[src/rtl/k_and_s_mem_responder.sv]
// Data-memory responder for the K-and-S control unit: one load/store in flight, preload port while idle.
// Latency: request accepted at edge E, ack pulses in the cycle after edge E+WAIT_CYCLES.
// Backpressure: busy while a transaction is in flight; req/preload in WAIT are ignored, preload wins over req in IDLE.
module k_and_s_mem_responder #(
    parameter int DATA_W      = 16,
    parameter int ADDR_W      = 5,
    parameter int WAIT_CYCLES = 1
) (
    input  logic              clk,
    input  logic              rst,
    input  logic              req,
    input  logic              we,
    input  logic [ADDR_W-1:0] addr,
    input  logic [DATA_W-1:0] wdata,
    output logic [DATA_W-1:0] rdata,
    output logic              ack,
    output logic              busy,
    input  logic              load_en,
    input  logic [ADDR_W-1:0] load_addr,
    input  logic [DATA_W-1:0] load_data
);

    typedef enum logic [1:0] {
        S_IDLE    = 2'd0,
        S_WAIT    = 2'd1,
        S_RESPOND = 2'd2
    } state_t;

    localparam logic [3:0] WAIT_LOAD = (WAIT_CYCLES == 0) ? 4'd0 : 4'(WAIT_CYCLES - 1);

    state_t              state_q, state_d;
    logic [3:0]          cnt_q, cnt_d;
    logic [ADDR_W-1:0]   addr_q;
    logic                we_q;
    logic [DATA_W-1:0]   wdata_q;
    logic [DATA_W-1:0]   rdata_q, rdata_d;
    logic [DATA_W-1:0]   mem_q [2**ADDR_W];

    logic                latch_en;
    logic                commit;
    logic                load_wr;
    logic [ADDR_W-1:0]   cmt_addr;
    logic                cmt_we;
    logic [DATA_W-1:0]   cmt_wdata;
    logic                mem_we;
    logic [ADDR_W-1:0]   mem_waddr;
    logic [DATA_W-1:0]   mem_wdata;

    always_comb begin
        state_d   = state_q;
        cnt_d     = cnt_q;
        latch_en  = 1'b0;
        commit    = 1'b0;
        load_wr   = 1'b0;
        cmt_addr  = addr_q;
        cmt_we    = we_q;
        cmt_wdata = wdata_q;
        case (state_q)
            S_IDLE: begin
                if (load_en) begin
                    load_wr = 1'b1;
                end else if (req) begin
                    latch_en = 1'b1;
                    if (WAIT_CYCLES == 0) begin
                        // Zero-wait build commits straight from the live inputs on the accept edge
                        state_d   = S_RESPOND;
                        commit    = 1'b1;
                        cmt_addr  = addr;
                        cmt_we    = we;
                        cmt_wdata = wdata;
                    end else begin
                        cnt_d   = WAIT_LOAD;
                        state_d = S_WAIT;
                    end
                end
            end
            S_WAIT: begin
                if (cnt_q == 4'd0) begin
                    state_d = S_RESPOND;
                    commit  = 1'b1;
                end else begin
                    cnt_d = cnt_q - 4'd1;
                end
            end
            S_RESPOND: state_d = S_IDLE;
            default:   state_d = S_IDLE;
        endcase
    end

    // Preload and commit are mutually exclusive: a commit from IDLE requires load_en low
    always_comb begin
        mem_we    = load_wr | (commit & cmt_we);
        mem_waddr = load_wr ? load_addr : cmt_addr;
        mem_wdata = load_wr ? load_data : cmt_wdata;
        rdata_d   = (commit && !cmt_we) ? mem_q[cmt_addr] : rdata_q;
    end

    always_ff @(posedge clk or posedge rst) begin
        if (rst) begin
            state_q <= S_IDLE;
            cnt_q   <= 4'd0;
            addr_q  <= '0;
            we_q    <= 1'b0;
            wdata_q <= '0;
            rdata_q <= '0;
        end else begin
            state_q <= state_d;
            cnt_q   <= cnt_d;
            rdata_q <= rdata_d;
            if (latch_en) begin
                addr_q  <= addr;
                we_q    <= we;
                wdata_q <= wdata;
            end
        end
    end

    // Memory contents deliberately survive reset
    always_ff @(posedge clk) begin
        if (mem_we) begin
            mem_q[mem_waddr] <= mem_wdata;
        end
    end

    assign rdata = rdata_q;
    assign ack   = (state_q == S_RESPOND);
    assign busy  = (state_q != S_IDLE);

endmodule

[config.mk]
export PLATFORM = sky130hd
export DESIGN_NAME = k_and_s_mem_responder
export DESIGN_NICKNAME = d
export VERILOG_FILES = /design/src/rtl/k_and_s_mem_responder.sv
export SDC_FILE = /design/constraint.sdc
export NUM_CORES = 1
export LEC_CHECK = 0
export ABC_AREA = 1
export BUFFER_PORTS_ARGS = -buffer_cell sky130_fd_sc_hd__buf_2
export CAP_MARGIN = 20
export CORE_MARGIN = 5
export CORE_UTILIZATION = 30
export CTS_CLUSTER_SIZE = 8
export DETAILED_ROUTE_END_ITERATION = 8
export SLEW_MARGIN = 0
export SYNTH_ARGS = -nofsm -noshare
export SYNTH_HDL_FRONTEND = slang
export SYNTH_SLANG_ARGS = --single-unit
[constraint.sdc]
create_clock -name clk -period 6.95 [get_ports clk]
set_clock_uncertainty 0.15 [all_clocks]
set_input_delay 0 -clock clk [delete_from_list [all_inputs] [get_ports clk]]
set_output_delay 0 -clock clk [all_outputs]
set_load 0.02 [all_outputs]
==> flow_summary.json, run 1 <==
{
  "status": "finished clean",
  "maxCapViolCount": 0,
  "crit_path_cell_trace": "clkinv_1 -> nand2_4 -> o21ai_4 -> nor2_4 -> nand2_2 -> nor2_2",
  "rsz0062_at_grt": "false",
  "initial_utilization": 0.302,
  "root_buffer": "clkbuf_16",
  "design_area_um2": 26900,
  "cp_max_fo": 18,
  "grt.total_usage": 0.152,
  "startpoint_type": "flop",
  "yosysWarnings": 0,
  "antenna_found_initial": 0,
  "firstDrtPassIters": 5,
  "drtIter0Drc": 1673,
  "dp_cells": 2891,
  "worst_pin_slew_ns": 1.09,
  "die_h_um": 286,
  "place_hpwl_um": 36400,
  "postCtsSetupRepairBufs": 0,
  "endpoint_kind": "flop",
  "syn_inst": 1925,
  "cts_num_sinks": 556,
  "avgSynthCellArea_um2": 11.9,
  "nets": 2100,
  "clkTransAtPathRegs_ns": 0.05,
  "via_per_inst": 4.99,
  "drv_slew": 0,
  "rows": 101,
  "synth_seq_area_share": 0.721,
  "cts_inserted_buffers": 79,
  "p_per_area_nw_per_um2": 458,
  "tns_ns": 0,
  "postLayoutCoreUtil": 0.356,
  "cp_slowest_cell": "clkinv_1",
  "core-area_um2": 75700,
  "dpl_cell_area_um2": 24100,
  "antenna_violating_nets_post_route": 0,
  "met1_usage": 0.201,
  "gp_congestion": 0.848,
  "ctsHtreeMaxLevel": 3,
  "synth_nets": 1974,
  "routed_wl_um": 63400,
  "layout_min_cycle_time_ns": 3.96,
  "vias": 15300,
  "io_pins": 65,
  "use_met2": 0.249,
  "fin_hold_ws_ns": 0.0700,
  "diodes": 0,
  "cts_tree": "built",
  "vdd_drop_max_mv": 0.227,
  "area_delta_synth_final_pct": 17.7,
  "critPathKind": "flop to flop",
  "met3_usage": 0.0330,
  "die-area_um2": 81800,
  "leakagePower_uw": 0.00986,
  "synth_area_um2": 22900,
  "worstPathArrival_ns": 4.02,
  "synth_cell_type_count": 30,
  "die_x_um": 286,
  "drc": 0,
  "drive_above_1_share": 0.129,
  "required_ns": 7.01,
  "grt-busiest-layer": "met2",
  "min_path_type": "primary input to flop",
  "final_cells": 3064,
  "fin_crit_sh": 0.570,
  "clk-insertion-delay-late_ns": 0.60,
  "grt_pass1_vias": 15200,
  "grt_overflow": 0,
  "final-setup-viol-count": 0,
  "max_freq_ghz": 0.252,
  "hold_viol_final": 0,
  "port_buffers": 64,
  "slew_headroom": 0.273,
  "grt_max_degree": 97,
  "wl_per_cell_um": 20.7,
  "clockBufferDepth": 3,
  "critPathMaxStageDelay_ns": 0.96,
  "synth_seq_cells": 556,
  "grt_pass1_wl_um": 95900
}
## worst paths after layout
| kind | start | endpoint | slack (ns) | cells after the start |
|---|---|---|---|---|
| max reg2reg | addr_q[4]$_DFFE_PP0P_ | mem_q[31][13]$_DFFE_PP_ | 2.99 | 6 |
| min reg2reg | rdata[11]$_DFFE_PP0P_ | rdata[11]$_DFFE_PP0P_ | 0.37 | 2 |
| min in group asynchronous | rst | cmt_wdata[10]$_DFFE_PP0P_ | 0.34 | 4 |
| max | addr_q[4]$_DFFE_PP0P_ | mem_q[31][13]$_DFFE_PP_ | 2.99 | 6 |
| min | load_addr[0] | mem_q[26][10]$_DFFE_PP_ | 0.07 | 4 |
| max in group asynchronous | rst | addr_q[0]$_DFFE_PP0P_ | 5.78 | 5 |
## synthesized netlist by cell type
cell type  count  area (um^2)
nand2_1      680         2550
edfxtp_1     512        15400
nand3_1      434         2170
buf_2         47          235
dfrtp_1       44         1100
nor2_1        39          146
buf_4         33          248
mux2_2        33          372
clkbuf_1      18         67.6
inv_1         16         60.1
buf_1         12         45.0
nand2_2        9         56.3
a21oi_1        7         35.0
nor2_4         6         67.6
buf_6          5         56.3
inv_2          4         15.0
nand3_2        4         40.0
o21ai_0        4         20.0
o21ai_2        3         26.3
ha_1           2         25.0
inv_4          2         12.5
nand3b_1       2         15.0
o21ai_4        2         32.5
buf_12         1         20.0
clkinv_1       1         3.75
nand2_4        1         11.3
nand2_8        1         20.0
nand4_1        1         6.26
nand4_2        1         12.5
nor2_2         1         6.26
## repair_timing
item	4_1_cts	5_1_grt
hold buffers	55	1
resized for setup	0	0
hold endpoints to repair	70	11
## cell families after synthesis
kind of cell | after synthesis | synth area share
buffers and inverters | 139 | 0.0334
flip-flops | 556 | 0.721
AO/OA/AOI/OAI | 16 | 0.00498
multiplexers | 33 | 0.0163
AND/OR/NAND/NOR | 1179 | 0.223
adder cells (fa/ha/maj) | 2 | 0.00109
## metal layers
| metal | vias to the layer above | part of all wire |
|---|---|---|
| met1 | 7542 | 0.40 |
| met4 | 0 | 0.030 |
| met3 | 117 | 0.086 |
| li1 | 6968 | - |
| met5 | - | 0 |
| met2 | 662 | 0.48 |
## critical path, delay by kind of cell (launching register included)
kind / cells / cell delay, ns
AO/OA/AOI/OAI: 1 / 0.11
buffers and inverters: 1 / 0.96
AND/OR/NAND/NOR: 4 / 1.40
flip-flops: 1 / 0.92
## per-stage QoR
| step | total power, uW | setup WS [ns] |
|---|---|---|
| after CTS | 12400 | 3.09 |
| after global routing | 12900 | 2.94 |
| after detailed placement | 8780 | 3.11 |
| final | 12300 | 2.99 |
| after floorplan | 7300 | 4.49 |
| after global placement | 8700 | 2.77 |
## cell usage in the layout, fill, tap and decap left out, drive strengths merged
cell type and n:
a21oi 7, buf 105, clkbuf 112, clkinv 2, dfrtp 44, dlygate4sd3 56
edfxtp 512, ha 2, inv 25, mux2 33, nand2 691, nand3 438
nand3b 2, nand4 2, nor2 46, o21ai 9
## final cells by class
cell class                      count  area, um^2
Clock buffer                      112        2190
Clock inverter                      4        30.0
Fill cell                        7263       48800
Inverter                           23        98.8
Multi-Input combinational cell   1230        5630
Sequential cell                   556       16500
Tap cell                          978        1220
Timing Repair Buffer              161        1260
## state kept, by name, indices dropped and copies added (netlist names)
signal,count
addr_q,5
cmt_wdata,16
cmt_we,1
cnt_q,4
mem_q,512
rdata,16
state_q,2
## power by group
group / switching, uW / internal, uW
registers: 274 / 4490
logic: 3020 / 1060
clock network: 1340 / 2150
total: 4630 / 7700
No activity file was read; power rests on OpenSTA's default activity.
==> run 2: changes to the inputs <==
==> constraint.sdc (replaced) <==
create_clock -name clk -period 3.44 [get_ports clk]
set_clock_uncertainty 0.15 [all_clocks]
set_input_delay 0 -clock clk [delete_from_list [all_inputs] [get_ports clk]]
set_output_delay 0 -clock clk [all_outputs]
set_load 0.02 [all_outputs]
==> run 2 against run 1 <==
Global-route usage down 0.51 points; final area decreased by 0.50%; critical path depth is the same; via count shrank 0.87%; non-clock buffer count is 12 lower; largest power group unchanged; power grew 100%; sequential power grew 96%; maximum frequency rose by 47%; critical endpoint is now addr_q[3]$_DFFE_PP0P_; worst setup slack worse by 2.3 ns; sequential cell count unchanged; first-iteration DRC count shrank 15%.
==> flow_summary.json, run 2 (synthesis results as in run 1) <==
{
  "grt-busiest-layer": "met2",
  "place_hpwl_um": 34400,
  "area_delta_synth_final_pct": 17.2,
  "initial_utilization": 0.302,
  "rsz0062_at_grt": "false",
  "firstDrtPassIters": 5,
  "hold_viol_final": 0,
  "cts_tree": "built",
  "critPathMaxStageDelay_ns": 0.60,
  "die-area_um2": 81800,
  "diodes": 0,
  "grt_pass1_vias": 15100,
  "die_x_um": 286,
  "cp_slowest_cell": "dlygate4sd3_1",
  "max_freq_ghz": 0.370,
  "clkTransAtPathRegs_ns": 0.05,
  "endpoint_kind": "flop",
  "grt.total_usage": 0.147,
  "layout_min_cycle_time_ns": 2.70,
  "drc": 0,
  "final-setup-viol-count": 0,
  "grt_overflow": 0,
  "status": "finished clean",
  "antenna_found_initial": 1,
  "fin_crit_sh": 0.786,
  "crit_family": "buffers and inverters",
  "use_met2": 0.245,
  "leakagePower_uw": 0.00981,
  "largest_reg_flops": 512,
  "critPathKind": "flop to flop",
  "wl_per_cell_um": 20.1,
  "tns_ns": 0,
  "path_depth": 6,
  "whs_path_depth": 3,
  "grt_pass1_wl_um": 92800,
  "worst_pin_slew_ns": 1.01,
  "p_per_area_nw_per_um2": 923,
  "layout_common_cells": "680 x nand2_1, 512 x edfxtp_1, 434 x nand3_1",
  "port_buffers": 64,
  "drive_above_1_share": 0.135,
  "dpl_cell_area_um2": 24200,
  "cpMostUsedCell": "dlygate4sd3_1",
  "design_area_um2": 26800,
  "clockBufferDepth": 3,
  "mostFrequentLayoutCell": "nand2_1",
  "clk-insertion-delay-late_ns": 0.60,
  "cts_num_sinks": 556,
  "nets": 2088,
  "met3_usage": 0.0263,
  "slew_headroom": 0.329,
  "gp_congestion": 0.824,
  "postCtsSetupRepairBufs": 0,
  "met1_usage": 0.193,
  "root_buffer": "clkbuf_16",
  "top_register": "mem_q",
  "reg2reg_depth": 6,
  "vias": 15200,
  "routed_wl_um": 61700,
  "grt_max_degree": 186,
  "drtIter0Drc": 1417,
  "cts_inserted_buffers": 79,
  "drv_slew": 0,
  "crit_buf_inv": 2,
  "maxCapViolCount": 0,
  "min_path_type": "primary input to flop",
  "cp_max_fo": 10,
  "core-area_um2": 75700,
  "startpoint_type": "flop",
  "rows": 101,
  "worstPathArrival_ns": 3.03,
  "crit_path_cell_trace": "nor2_4 -> nand3b_1 -> nor2_1 -> dlygate4sd3_1 -> a21oi_1 -> dlygate4sd3_1",
  "vdd_drop_max_mv": 0.545,
  "antenna_violating_nets_post_route": 0,
  "ctsHtreeMaxLevel": 3,
  "via_per_inst": 4.94,
  "die_h_um": 286,
  "required_ns": 3.76,
  "io_pins": 65
}
==> run 2: cell types whose count changed in the layout (fill, tap and decap cells not counted), sizes merged <==
cell,before,now
buf,105,117
bufinv,0,1
clkbuf,112,125
clkinv,2,1
dlygate4sd3,56,32
inv,25,27
==> run 2: timing repair <==
action / 4_1_cts / 5_1_grt
endpoints found under the hold margin: 62 / 0
resized for setup: 0 / 0
hold buffers: 32 / 0
==> run 2: tightest hold or removal path, cell delays in order <==
cell and delay, ns:
dlygate4sd3_1 0.52, buf_2 0.09, mux2_2 0.12
==> run 2: cell type report <==
cell class | instances | area (um^2)
Tap cell | 978 | 1220
Multi-Input combinational cell | 1230 | 5630
Sequential cell | 556 | 16500
Inverter | 23 | 98.8
Clock inverter | 6 | 73.8
Fill cell | 7253 | 48900
Clock buffer | 125 | 2150
Timing Repair Buffer | 149 | 1110
==> run 2: per-stage QoR <==
stage                      util  instances  worst slack [ns]  total power [uW]  hold WS (ns)
after floorplan               -       1925             0.983             14800      0.000539
after CTS                 0.354       3067             0.743             24900      0.000438
final                     0.354       3067             0.738             24700        0.0280
after global placement    0.320       2904             0.946             17600        0.0129
after detailed placement  0.320       2904             0.908             17800        0.0341
after global routing      0.354       3067             0.622             25900        0.0212
==> run 2: metal layers <==
metal / part of all wire / up-vias
met5: 0 / -
met4: 0.032 / 0
met3: 0.072 / 108
met2: 0.49 / 595
met1: 0.41 / 7505
li1: - / 6948
==> run 2: worst paths after layout <==
check	start	endpoint	slack, ns
worst max-delay path	state_q[0]$_DFFE_PP0P_	addr_q[3]$_DFFE_PP0P_	0.74
worst min-delay path	we	cmt_we$_DFFE_PP0P_	0.03
worst max register to register	state_q[0]$_DFFE_PP0P_	addr_q[3]$_DFFE_PP0P_	0.74
worst min register to register	rdata[4]$_DFFE_PP0P_	rdata[4]$_DFFE_PP0P_	0.32
max in group asynchronous	rst	rdata[15]$_DFFE_PP0P_	1.78
min in group asynchronous	rst	state_q[1]$_DFFE_PP0P_	0.54
==> run 2: where the power goes <==
part           switching [uW]  internal (uW)  leakage [uW]
Sequential                281           9070       0.00514
Clock                    2710           4310       0.00106
Combinational            6280           2070       0.00361
